**config.mk**
```make
export PLATFORM = sky130hd
export DESIGN_NAME = ldst_control_sequencer_flat
export DESIGN_NICKNAME = d
export VERILOG_FILES = /design/src/rtl/ldst_control_sequencer_if.sv /design/src/rtl/ldst_control_sequencer.sv /design/src/flat_wrapper.sv
export SDC_FILE = /design/constraint.sdc
export NUM_CORES = 1
export LEC_CHECK = 0
export CORE_MARGIN = 2
export CORE_UTILIZATION = 50
export DETAILED_ROUTE_END_ITERATION = 10
export GPL_ROUTABILITY_DRIVEN = 0
export PLACE_DENSITY = 0.92
export SLEW_MARGIN = 30
export SYNTH_ARGS = -nofsm -noshare
export SYNTH_HDL_FRONTEND = slang
export SYNTH_SLANG_ARGS = --single-unit
```
**constraint.sdc**
```tcl
create_clock -name Clock -period 5.56 [get_ports Clock]
set_input_delay 1.668 -clock Clock [delete_from_list [all_inputs] [get_ports Clock]]
set_output_delay 1.668 -clock Clock [all_outputs]
set_load 0.1 [all_outputs]
```
**src/rtl/ldst_control_sequencer_if.sv**
```systemverilog
// Control bundle between the ld/ldi/st sequencer (master) and the datapath (slave).
interface ldst_control_sequencer_if #(
  parameter int OPCODE_W = 5
);
  logic                Run;
  logic [OPCODE_W-1:0] IR_op;
  logic                Mem_ready;
  logic PCout, Zlowout, Zhighout, MDRout, MARin, Zin, PCin, MDRin, IRin, Yin, IncPC;
  logic Read, Write, Gra, Grb, Grc, Rin, Rout, BAout, Cout, ALU_add;
  logic [3:0]          State;
  logic                Done;
  logic                Illegal;
  logic                Halted;

  modport master (
    input  Run, IR_op, Mem_ready,
    output PCout, Zlowout, Zhighout, MDRout, MARin, Zin, PCin, MDRin, IRin, Yin, IncPC,
    output Read, Write, Gra, Grb, Grc, Rin, Rout, BAout, Cout, ALU_add,
    output State, Done, Illegal, Halted
  );

  modport slave (
    output Run, IR_op, Mem_ready,
    input  PCout, Zlowout, Zhighout, MDRout, MARin, Zin, PCin, MDRin, IRin, Yin, IncPC,
    input  Read, Write, Gra, Grb, Grc, Rin, Rout, BAout, Cout, ALU_add,
    input  State, Done, Illegal, Halted
  );
endinterface

```
**src/rtl/ldst_control_sequencer.sv**
```systemverilog
// Registered Moore sequencer for fetch + ld/ldi/st with a memory-ready handshake.
// Optional HALT state is built only when SEQ_HALT_EN is defined.
module ldst_control_sequencer #(
  parameter int                  OPCODE_W = 5,
  parameter logic [OPCODE_W-1:0] OP_LD    = 5'b00000,
  parameter logic [OPCODE_W-1:0] OP_LDI   = 5'b00001,
  parameter logic [OPCODE_W-1:0] OP_ST    = 5'b00010,
  parameter logic [OPCODE_W-1:0] OP_HALT  = 5'b11011,
  parameter int                  MEM_WAIT = 0
) (
  input logic                    Clock,
  input logic                    Reset,
  ldst_control_sequencer_if.master bus
);

  typedef enum logic [3:0] {
    S_IDLE    = 4'd0,
    S_T0      = 4'd1,
    S_T1      = 4'd2,
    S_T2      = 4'd3,
    S_T3      = 4'd4,
    S_T4      = 4'd5,
    S_T5      = 4'd6,
    S_T6      = 4'd7,
    S_T7      = 4'd8,
    S_ILLEGAL = 4'd9
`ifdef SEQ_HALT_EN
    , S_HALT  = 4'd10
`endif
  } state_e;

  typedef enum logic [1:0] {K_LD = 2'd0, K_LDI = 2'd1, K_ST = 2'd2} kind_e;

  typedef struct packed {
    logic pc_out, zlow_out, zhigh_out, mdr_out, mar_in, z_in, pc_in, mdr_in, ir_in, y_in, inc_pc;
    logic read, write, gra, grb, grc, r_in, r_out, ba_out, c_out, alu_add;
    logic done, illegal;
  } ctl_t;

  state_e     state_q, state_d, next_instr;
  kind_e      kind_q, kind_d;
  logic [3:0] wait_q, wait_d;
  ctl_t       ctl_q, ctl_d;
  logic       in_mem, mem_exit;
`ifdef SEQ_HALT_EN
  logic       halted_q, halted_d;
`endif

  function automatic ctl_t decode(state_e s, kind_e k);
    ctl_t c;
    c = '0;
    case (s)
      S_T0: begin c.pc_out = 1'b1; c.mar_in = 1'b1; c.inc_pc = 1'b1; c.z_in = 1'b1; end
      S_T1: begin c.zlow_out = 1'b1; c.pc_in = 1'b1; c.read = 1'b1; c.mdr_in = 1'b1; end
      S_T2: begin c.mdr_out = 1'b1; c.ir_in = 1'b1; end
      S_T3: begin c.grb = 1'b1; c.ba_out = 1'b1; c.y_in = 1'b1; end
      S_T4: begin c.c_out = 1'b1; c.alu_add = 1'b1; c.z_in = 1'b1; end
      S_T5: begin
        c.zlow_out = 1'b1;
        if (k == K_LDI) begin c.gra = 1'b1; c.r_in = 1'b1; c.done = 1'b1; end
        else c.mar_in = 1'b1;
      end
      S_T6: begin
        c.mdr_in = 1'b1;
        if (k == K_ST) begin c.gra = 1'b1; c.r_out = 1'b1; end
        else c.read = 1'b1;
      end
      S_T7: begin
        c.done = 1'b1;
        if (k == K_ST) c.write = 1'b1;
        else begin c.mdr_out = 1'b1; c.gra = 1'b1; c.r_in = 1'b1; end
      end
      S_ILLEGAL: c.illegal = 1'b1;
      default: c = '0;
    endcase
    return c;
  endfunction

  // Next-state logic; outputs are decoded from the next state so they register alongside it.
  always_comb begin
    state_d    = state_q;
    kind_d     = kind_q;
    wait_d     = wait_q;
    next_instr = bus.Run ? S_T0 : S_IDLE;
    in_mem     = (state_q == S_T1) ||
                 (state_q == S_T6 && kind_q == K_LD) ||
                 (state_q == S_T7 && kind_q == K_ST);
    mem_exit   = in_mem && (wait_q == 4'd0) && bus.Mem_ready;
    if (in_mem && wait_q != 4'd0) wait_d = wait_q - 4'd1;
    case (state_q)
      S_IDLE: if (bus.Run) state_d = S_T0;
      S_T0: begin state_d = S_T1; wait_d = 4'(MEM_WAIT); end
      S_T1: if (mem_exit) state_d = S_T2;
      S_T2: state_d = S_T3;
      S_T3: begin
        if (bus.IR_op == OP_LD) begin kind_d = K_LD; state_d = S_T4; end
        else if (bus.IR_op == OP_LDI) begin kind_d = K_LDI; state_d = S_T4; end
        else if (bus.IR_op == OP_ST) begin kind_d = K_ST; state_d = S_T4; end
`ifdef SEQ_HALT_EN
        else if (bus.IR_op == OP_HALT) state_d = S_HALT;
`else
        else if (bus.IR_op == OP_HALT) state_d = S_ILLEGAL;
`endif
        else state_d = S_ILLEGAL;
      end
      S_T4: state_d = S_T5;
      S_T5: begin
        if (kind_q == K_LDI) state_d = next_instr;
        else begin
          state_d = S_T6;
          if (kind_q == K_LD) wait_d = 4'(MEM_WAIT);
        end
      end
      S_T6: begin
        if (kind_q == K_ST) begin state_d = S_T7; wait_d = 4'(MEM_WAIT); end
        else if (mem_exit) state_d = S_T7;
      end
      S_T7: if (kind_q != K_ST || mem_exit) state_d = next_instr;
      S_ILLEGAL: state_d = next_instr;
`ifdef SEQ_HALT_EN
      S_HALT: state_d = S_HALT;
`endif
      default: state_d = S_IDLE;
    endcase
    ctl_d = decode(state_d, kind_d);
`ifdef SEQ_HALT_EN
    halted_d = (state_d == S_HALT);
`endif
  end

  always_ff @(posedge Clock) begin
    if (Reset) begin
      state_q <= S_IDLE;
      kind_q  <= K_LD;
      wait_q  <= 4'd0;
      ctl_q   <= '0;
`ifdef SEQ_HALT_EN
      halted_q <= 1'b0;
`endif
    end else begin
      state_q <= state_d;
      kind_q  <= kind_d;
      wait_q  <= wait_d;
      ctl_q   <= ctl_d;
`ifdef SEQ_HALT_EN
      halted_q <= halted_d;
`endif
    end
  end

  assign bus.PCout    = ctl_q.pc_out;
  assign bus.Zlowout  = ctl_q.zlow_out;
  assign bus.Zhighout = ctl_q.zhigh_out;
  assign bus.MDRout   = ctl_q.mdr_out;
  assign bus.MARin    = ctl_q.mar_in;
  assign bus.Zin      = ctl_q.z_in;
  assign bus.PCin     = ctl_q.pc_in;
  assign bus.MDRin    = ctl_q.mdr_in;
  assign bus.IRin     = ctl_q.ir_in;
  assign bus.Yin      = ctl_q.y_in;
  assign bus.IncPC    = ctl_q.inc_pc;
  assign bus.Read     = ctl_q.read;
  assign bus.Write    = ctl_q.write;
  assign bus.Gra      = ctl_q.gra;
  assign bus.Grb      = ctl_q.grb;
  assign bus.Grc      = ctl_q.grc;
  assign bus.Rin      = ctl_q.r_in;
  assign bus.Rout     = ctl_q.r_out;
  assign bus.BAout    = ctl_q.ba_out;
  assign bus.Cout     = ctl_q.c_out;
  assign bus.ALU_add  = ctl_q.alu_add;
  assign bus.Done     = ctl_q.done;
  assign bus.Illegal  = ctl_q.illegal;
  assign bus.State    = state_q;
`ifdef SEQ_HALT_EN
  assign bus.Halted   = halted_q;
`else
  assign bus.Halted   = 1'b0;
`endif

endmodule

```
**src/flat_wrapper.sv**
```systemverilog
// flat-port wrapper written by rule: the top's interface ports become plain ports
module ldst_control_sequencer_flat 
#(
  parameter int                  OPCODE_W = 5,
  parameter logic [OPCODE_W-1:0] OP_LD    = 5'b00000,
  parameter logic [OPCODE_W-1:0] OP_LDI   = 5'b00001,
  parameter logic [OPCODE_W-1:0] OP_ST    = 5'b00010,
  parameter logic [OPCODE_W-1:0] OP_HALT  = 5'b11011,
  parameter int                  MEM_WAIT = 0
)
  (Clock, Reset, bus_Run, bus_IR_op, bus_Mem_ready, bus_PCout, bus_Zlowout, bus_Zhighout, bus_MDRout, bus_MARin, bus_Zin, bus_PCin, bus_MDRin, bus_IRin, bus_Yin, bus_IncPC, bus_Read, bus_Write, bus_Gra, bus_Grb, bus_Grc, bus_Rin, bus_Rout, bus_BAout, bus_Cout, bus_ALU_add, bus_State, bus_Done, bus_Illegal, bus_Halted);
  ldst_control_sequencer_if #(.OPCODE_W(OPCODE_W)) bus_i ();
  input logic Clock;
  input logic Reset;
  input wire logic [$bits(bus_i.Run)-1:0] bus_Run;
  input wire logic [$bits(bus_i.IR_op)-1:0] bus_IR_op;
  input wire logic [$bits(bus_i.Mem_ready)-1:0] bus_Mem_ready;
  output wire logic [$bits(bus_i.PCout)-1:0] bus_PCout;
  output wire logic [$bits(bus_i.Zlowout)-1:0] bus_Zlowout;
  output wire logic [$bits(bus_i.Zhighout)-1:0] bus_Zhighout;
  output wire logic [$bits(bus_i.MDRout)-1:0] bus_MDRout;
  output wire logic [$bits(bus_i.MARin)-1:0] bus_MARin;
  output wire logic [$bits(bus_i.Zin)-1:0] bus_Zin;
  output wire logic [$bits(bus_i.PCin)-1:0] bus_PCin;
  output wire logic [$bits(bus_i.MDRin)-1:0] bus_MDRin;
  output wire logic [$bits(bus_i.IRin)-1:0] bus_IRin;
  output wire logic [$bits(bus_i.Yin)-1:0] bus_Yin;
  output wire logic [$bits(bus_i.IncPC)-1:0] bus_IncPC;
  output wire logic [$bits(bus_i.Read)-1:0] bus_Read;
  output wire logic [$bits(bus_i.Write)-1:0] bus_Write;
  output wire logic [$bits(bus_i.Gra)-1:0] bus_Gra;
  output wire logic [$bits(bus_i.Grb)-1:0] bus_Grb;
  output wire logic [$bits(bus_i.Grc)-1:0] bus_Grc;
  output wire logic [$bits(bus_i.Rin)-1:0] bus_Rin;
  output wire logic [$bits(bus_i.Rout)-1:0] bus_Rout;
  output wire logic [$bits(bus_i.BAout)-1:0] bus_BAout;
  output wire logic [$bits(bus_i.Cout)-1:0] bus_Cout;
  output wire logic [$bits(bus_i.ALU_add)-1:0] bus_ALU_add;
  output wire logic [$bits(bus_i.State)-1:0] bus_State;
  output wire logic [$bits(bus_i.Done)-1:0] bus_Done;
  output wire logic [$bits(bus_i.Illegal)-1:0] bus_Illegal;
  output wire logic [$bits(bus_i.Halted)-1:0] bus_Halted;
  assign bus_i.Run = bus_Run;
  assign bus_i.IR_op = bus_IR_op;
  assign bus_i.Mem_ready = bus_Mem_ready;
  assign bus_PCout = bus_i.PCout;
  assign bus_Zlowout = bus_i.Zlowout;
  assign bus_Zhighout = bus_i.Zhighout;
  assign bus_MDRout = bus_i.MDRout;
  assign bus_MARin = bus_i.MARin;
  assign bus_Zin = bus_i.Zin;
  assign bus_PCin = bus_i.PCin;
  assign bus_MDRin = bus_i.MDRin;
  assign bus_IRin = bus_i.IRin;
  assign bus_Yin = bus_i.Yin;
  assign bus_IncPC = bus_i.IncPC;
  assign bus_Read = bus_i.Read;
  assign bus_Write = bus_i.Write;
  assign bus_Gra = bus_i.Gra;
  assign bus_Grb = bus_i.Grb;
  assign bus_Grc = bus_i.Grc;
  assign bus_Rin = bus_i.Rin;
  assign bus_Rout = bus_i.Rout;
  assign bus_BAout = bus_i.BAout;
  assign bus_Cout = bus_i.Cout;
  assign bus_ALU_add = bus_i.ALU_add;
  assign bus_State = bus_i.State;
  assign bus_Done = bus_i.Done;
  assign bus_Illegal = bus_i.Illegal;
  assign bus_Halted = bus_i.Halted;
  ldst_control_sequencer #(.OPCODE_W(OPCODE_W), .OP_LD(OP_LD), .OP_LDI(OP_LDI), .OP_ST(OP_ST), .OP_HALT(OP_HALT), .MEM_WAIT(MEM_WAIT)) u_core (.Clock(Clock), .Reset(Reset), .bus(bus_i));
endmodule
```
Word level (Yosys, flattened, before mapping)
Index checks and enable logic that the tools add are counted.
Cells by class
  bitwise operators: 2
  reduce and logical (&&, ||, !) cells: 18
  muxes and demuxes: 39
  add/sub/neg operators: 1
  eq/ne operators: 25
Operators with widths (count)
  2-to-1 mux 4 bit: 13
  one-hot mux 4 bit (10 select lines): 1
  equality test 4 x 3 -> 1 bit, second input constant: 8
  equality test 4 x 2 -> 1 bit, second input constant: 4
  equality test 4 bit, second input constant: 4
  2-to-1 mux 1 bit: 13
  one-hot mux 4 bit (3 select lines): 1
  2-to-1 mux 2 bit: 5
  one-hot mux 1 bit (2 select lines): 5
  OR reduction 2 bit: 5
  equality test 4 x 1 -> 1 bit, second input constant: 2
  logical NOT 4 bit: 2
  equality test 5 x 1 -> 1 bit, second input constant: 1
  equality test 5 x 2 -> 1 bit, second input constant: 1
  logical AND 1 bit: 5
  logical NOT 5 bit: 1
  equality test 2 x 1 -> 1 bit, second input constant: 2
  equality test 2 bit, second input constant: 2
  nonzero test 4 bit: 1
  subtractor 4 x 1 -> 4 bit, second input constant: 1
  logical OR 1 bit: 3
  one-hot mux 1 bit (3 select lines): 1
  logical NOT 2 bit: 1
  != test 2 bit, second input constant: 1
  inverter 1 bit: 2
Word-level totals
  register bits: 28
  logic and storage cells: 106
  bits of input ports: 9
  output and inout bits: 28

Logic depth before layout (Yosys ltp)
  depth after elaboration: 12
  gate-level depth with buffers: 7
  depth with buffers taken out: 7

Worst setup path after synthesis
No wires, ideal clock.
  kind: reg-to-output
  from: register u_core.bus.Yin (netlist name)
  to: output bus_Grb
  path buffers: 1
  stages on the path, launching flop included: 2
  required time: 3.892 ns
  data arrival time: 1.374 ns
  slack: 2.518 ns
  cells stage by stage: dfxtp_1 buf_4
RTL lines
  end: declaration: RTL line flat_wrapper.sv:32  | output wire logic [$bits(bus_i.Grb)-1:0] bus_Grb;

Final worst setup path
  from: register u_core.state_q[0], in the netlist u_core.bus.State[0]
  to: output bus_State[0]
RTL lines
  start: declaration: RTL line ldst_control_sequencer.sv:40  | state_e state_q, state_d, next_instr;
  start signal: assignment: RTL line ldst_control_sequencer.sv:141  | state_q <= state_d;
  end: declaration: RTL line flat_wrapper.sv:39  | output wire logic [$bits(bus_i.State)-1:0] bus_State;
No word-level cell between the ends.

==> results.toml <==
[sta]
final.setup.worst_slack_ns = 1.64
achievable-frequency_ghz = 0.255
finalHoldViolCount = 0
period_share = 0.704
grt_setup_unrepaired = "false"
final_period_minus_worst_setup_slack_ns = 3.92
max-slew-margin-rel = 0.342
timing.final.max_slew_violations = 0
fin_clk_skew_ns = 0.00548
setup_violations = 0
finalSetupTns_ns = 0
max_slew.worst_pin.slew_ns = 0.984

[logic_synthesis]
number_of_enable_flip_flop_cells_after_synthesis = 0
synth.yosys.seq_area_share = 0.412
ys_types = 50
synth_seq_cells = 27
synth_async_sr_flop_share = 0
netlist_area_sq_mm = 0.00131
combinational_family_with_the_most_area_after_synthesis = "simple AND/OR/NAND/NOR gates"
syn_avg_cell_area_sq_um = 8.81
synth_simple_gate_area_share = 0.286
xor_xnor_fraction_of_synth_area = 0.00667
synthMuxAreaShare = 0
synth_flop_cell = "sky130_fd_sc_hd__dfxtp_1"
synth-compound-area-share = 0.187
adder_cell_fraction_of_synth_area = 0.00953
yosys_warnings = 0
postSynthCellCount = 149

[clock_network]
cts.clk_slew.worst_paths_ns = 0.14
cts-root-buf = "sky130_fd_sc_hd__clkbuf_4"
cts.hold.buffers_added = 0
clkSinkCount = 27
cts-buffers-inserted = 3
clock_tree.buffer_depth = 2
cts_tree = "built"
post_cts_buffers = 0
post_cts.resized_instances = 0
cts-htree-levels = 1
clock_insertion_delay_worst_skew_ns = 0.33

[setup_path]
start_kind = "register"
cp_num_cells = 1
critPathTopFamily = "buffers and inverters"
worstPathCellList = "clkdlybuf4s50_1"
critPathMaxStageDelay_ns = 1.24
timing.critical_path.buf_inv = 1
worst-endpoint-arrival_ns = 2.25
cp_max_fo = 13
worstSetupPathType = "reg -> out"
timing.critical_path.slowest_stage_cell = "sky130_fd_sc_hd__clkdlybuf4s50_1"
worst-r2r-cell-count = 5
cp.required_ns = 3.89
critPathCaptureType = "primary output"

[grt]
grt_antenna_before_repair = 0
grt-ovfl-total = 0
largest_net_degree_at_the_start_of_global_routing = 20
grt_pass1_wl_um = 5120
via_count_of_the_first_global_routing_pass = 1144
grt_use_total = 0.204

[detailed_routing]
antenna_left = 0
avgRoutedWirePerCell_um = 14.7
drt_iter0_markers = 52
via_count = 1192
routed_wirelength_um = 3020
first_pass_iters = 4
remaining_drc_errors = 0
routed_via_density = 5.81

[power_and_ir_drop]
clock_power_share = 0.194
ir_drop_uv = 213
switching_share = 0.392
power.density_mw_per_mm2 = 266
net-switching-power_w = 0.000170
seqPwrFrac = 0.487
leakagePower_nw = 0.605
pwr-share-comb = 0.319
internal_power_of_the_cells_w = 0.000264

[floorplan]
dieHeight_um = 55.2
die_width_um = 55.2
initial_core_util = 0.530
std_cell_rows = 18
ioPinCount = 37
dieArea_sq_mm = 0.00305
coreArea_sq_mm = 0.00248

[hold_path]
hold_path.class = "reg -> reg"
hold-path-cell-count = 2

[final_layout]
postLayoutCellArea_sq_mm = 0.00163
layout_common_cells = "sky130_fd_sc_hd__clkdlybuf4s50_1, sky130_fd_sc_hd__dfxtp_1, sky130_fd_sc_hd__a21oi_1"
count_of_antenna_diodes_in_the_layout = 0
layout-drive-gt1-share = 0.0743
syn2layout_area_growth_pct = 24.1
final_nets = 186
layout_commonest_cell = "sky130_fd_sc_hd__clkdlybuf4s50_1"

[outcome]
outcome = "complete, no violations"

[placement]
place.port_buffers = 33
standard_cell_area_after_detailed_placement_sq_mm = 0.00160
place_hpwl_um = 2320
pre_cts_slack_ns = 1.75

[run]
cap_viol_max_count = 0
[metal layers]
metal / share of wire / wire length, um / vias up / GRT usage
met3: 0.045 / 135 / 7 / 0.0328
li1: - / - / 573 / -
met2: 0.54 / 1640 / 42 / 0.393
met4: 0.017 / 51 / 0 / 0.0627
met1: 0.39 / 1190 / 570 / 0.225
met5: 0 / 0 / - / 0
[cell families (layout without fill, tap and decap cells)]
family | after synthesis | in the layout
buf+inv | 24 | 48
simple gates | 58 | 58
compound gates | 37 | 37
xor+xnor | 1 | 1
other cells | 1 | 3
fa+ha+maj | 1 | 1
flops | 27 | 27
[power by group through the flow]
| stage | clock network [W] | logic (W) | registers [W] |
|---|---|---|---|
| 2_1_floorplan | 0 | 0.0000561 | 0.000270 |
| 3_3_place_gp | 0 | 0.000136 | 0.000215 |
| 3_5_place_dp | 0 | 0.000138 | 0.000216 |
| 4_1_cts | 0.0000851 | 0.000138 | 0.000211 |
| 5_1_grt | 0.0000909 | 0.000143 | 0.000213 |
| 6_report | 0.0000843 | 0.000139 | 0.000211 |
[cells in the mapped netlist (all sizes together) (2+ instances only)]
| cell | instances | area (sq um) |
|---|---|---|
| o32ai | 2 | 17.5 |
| nor4b | 3 | 47.5 |
| dfxtp | 27 | 541 |
| inv | 11 | 41.3 |
| or4b | 2 | 23.8 |
| o211ai | 2 | 15.0 |
| nand2b | 4 | 27.5 |
| and2 | 2 | 12.5 |
| or4 | 2 | 15.0 |
| a21oi | 14 | 70.1 |
| a22o | 2 | 17.5 |
| nand2 | 8 | 30.0 |
| nor2b | 2 | 12.5 |
| a21o | 2 | 15.0 |
| nor2 | 13 | 48.8 |
| buf | 11 | 77.6 |
| clkbuf | 2 | 7.51 |
| or3 | 4 | 30.0 |
| o21ai | 5 | 25.0 |
| nand3 | 3 | 15.0 |
| nor3 | 5 | 25.0 |
| o21bai | 2 | 15.0 |
| o31ai | 2 | 15.0 |
[path summary, 6_finish.rpt]
| check | from | to | slack [ns] |
|---|---|---|---|
| max | u_core.bus.State[0] | bus_State[0] | 1.64 |
| min | u_core.wait_q[1] | u_core.wait_q[1] | 0.50 |
| max reg2reg | u_core.bus.State[2] | u_core.bus.Gra | 3.32 |
| min reg2reg | u_core.wait_q[1] | u_core.wait_q[1] | 0.50 |
[cell type report]
class	instances	area (sq um)
clock buffer	4	26.3
fill	229	848
inverter	11	41.3
multi-input combinational	100	653
sequential	27	541
tap	30	37.5
timing repair buffer	33	330
[through the flow]
step / std cells / hold WS [ns] / power [W] / utilization
3_3_place_gp: 201 / 0.466 / 0.000350 / 0.647
6_report: 205 / 0.496 / 0.000434 / 0.658
4_1_cts: 205 / 0.497 / 0.000434 / 0.658
5_1_grt: 205 / 0.539 / 0.000447 / 0.658
3_5_place_dp: 201 / 0.479 / 0.000353 / 0.647
2_1_floorplan: 151 / 0.454 / 0.000326 / -
No activity file was read; power rests on OpenSTA's default activity.
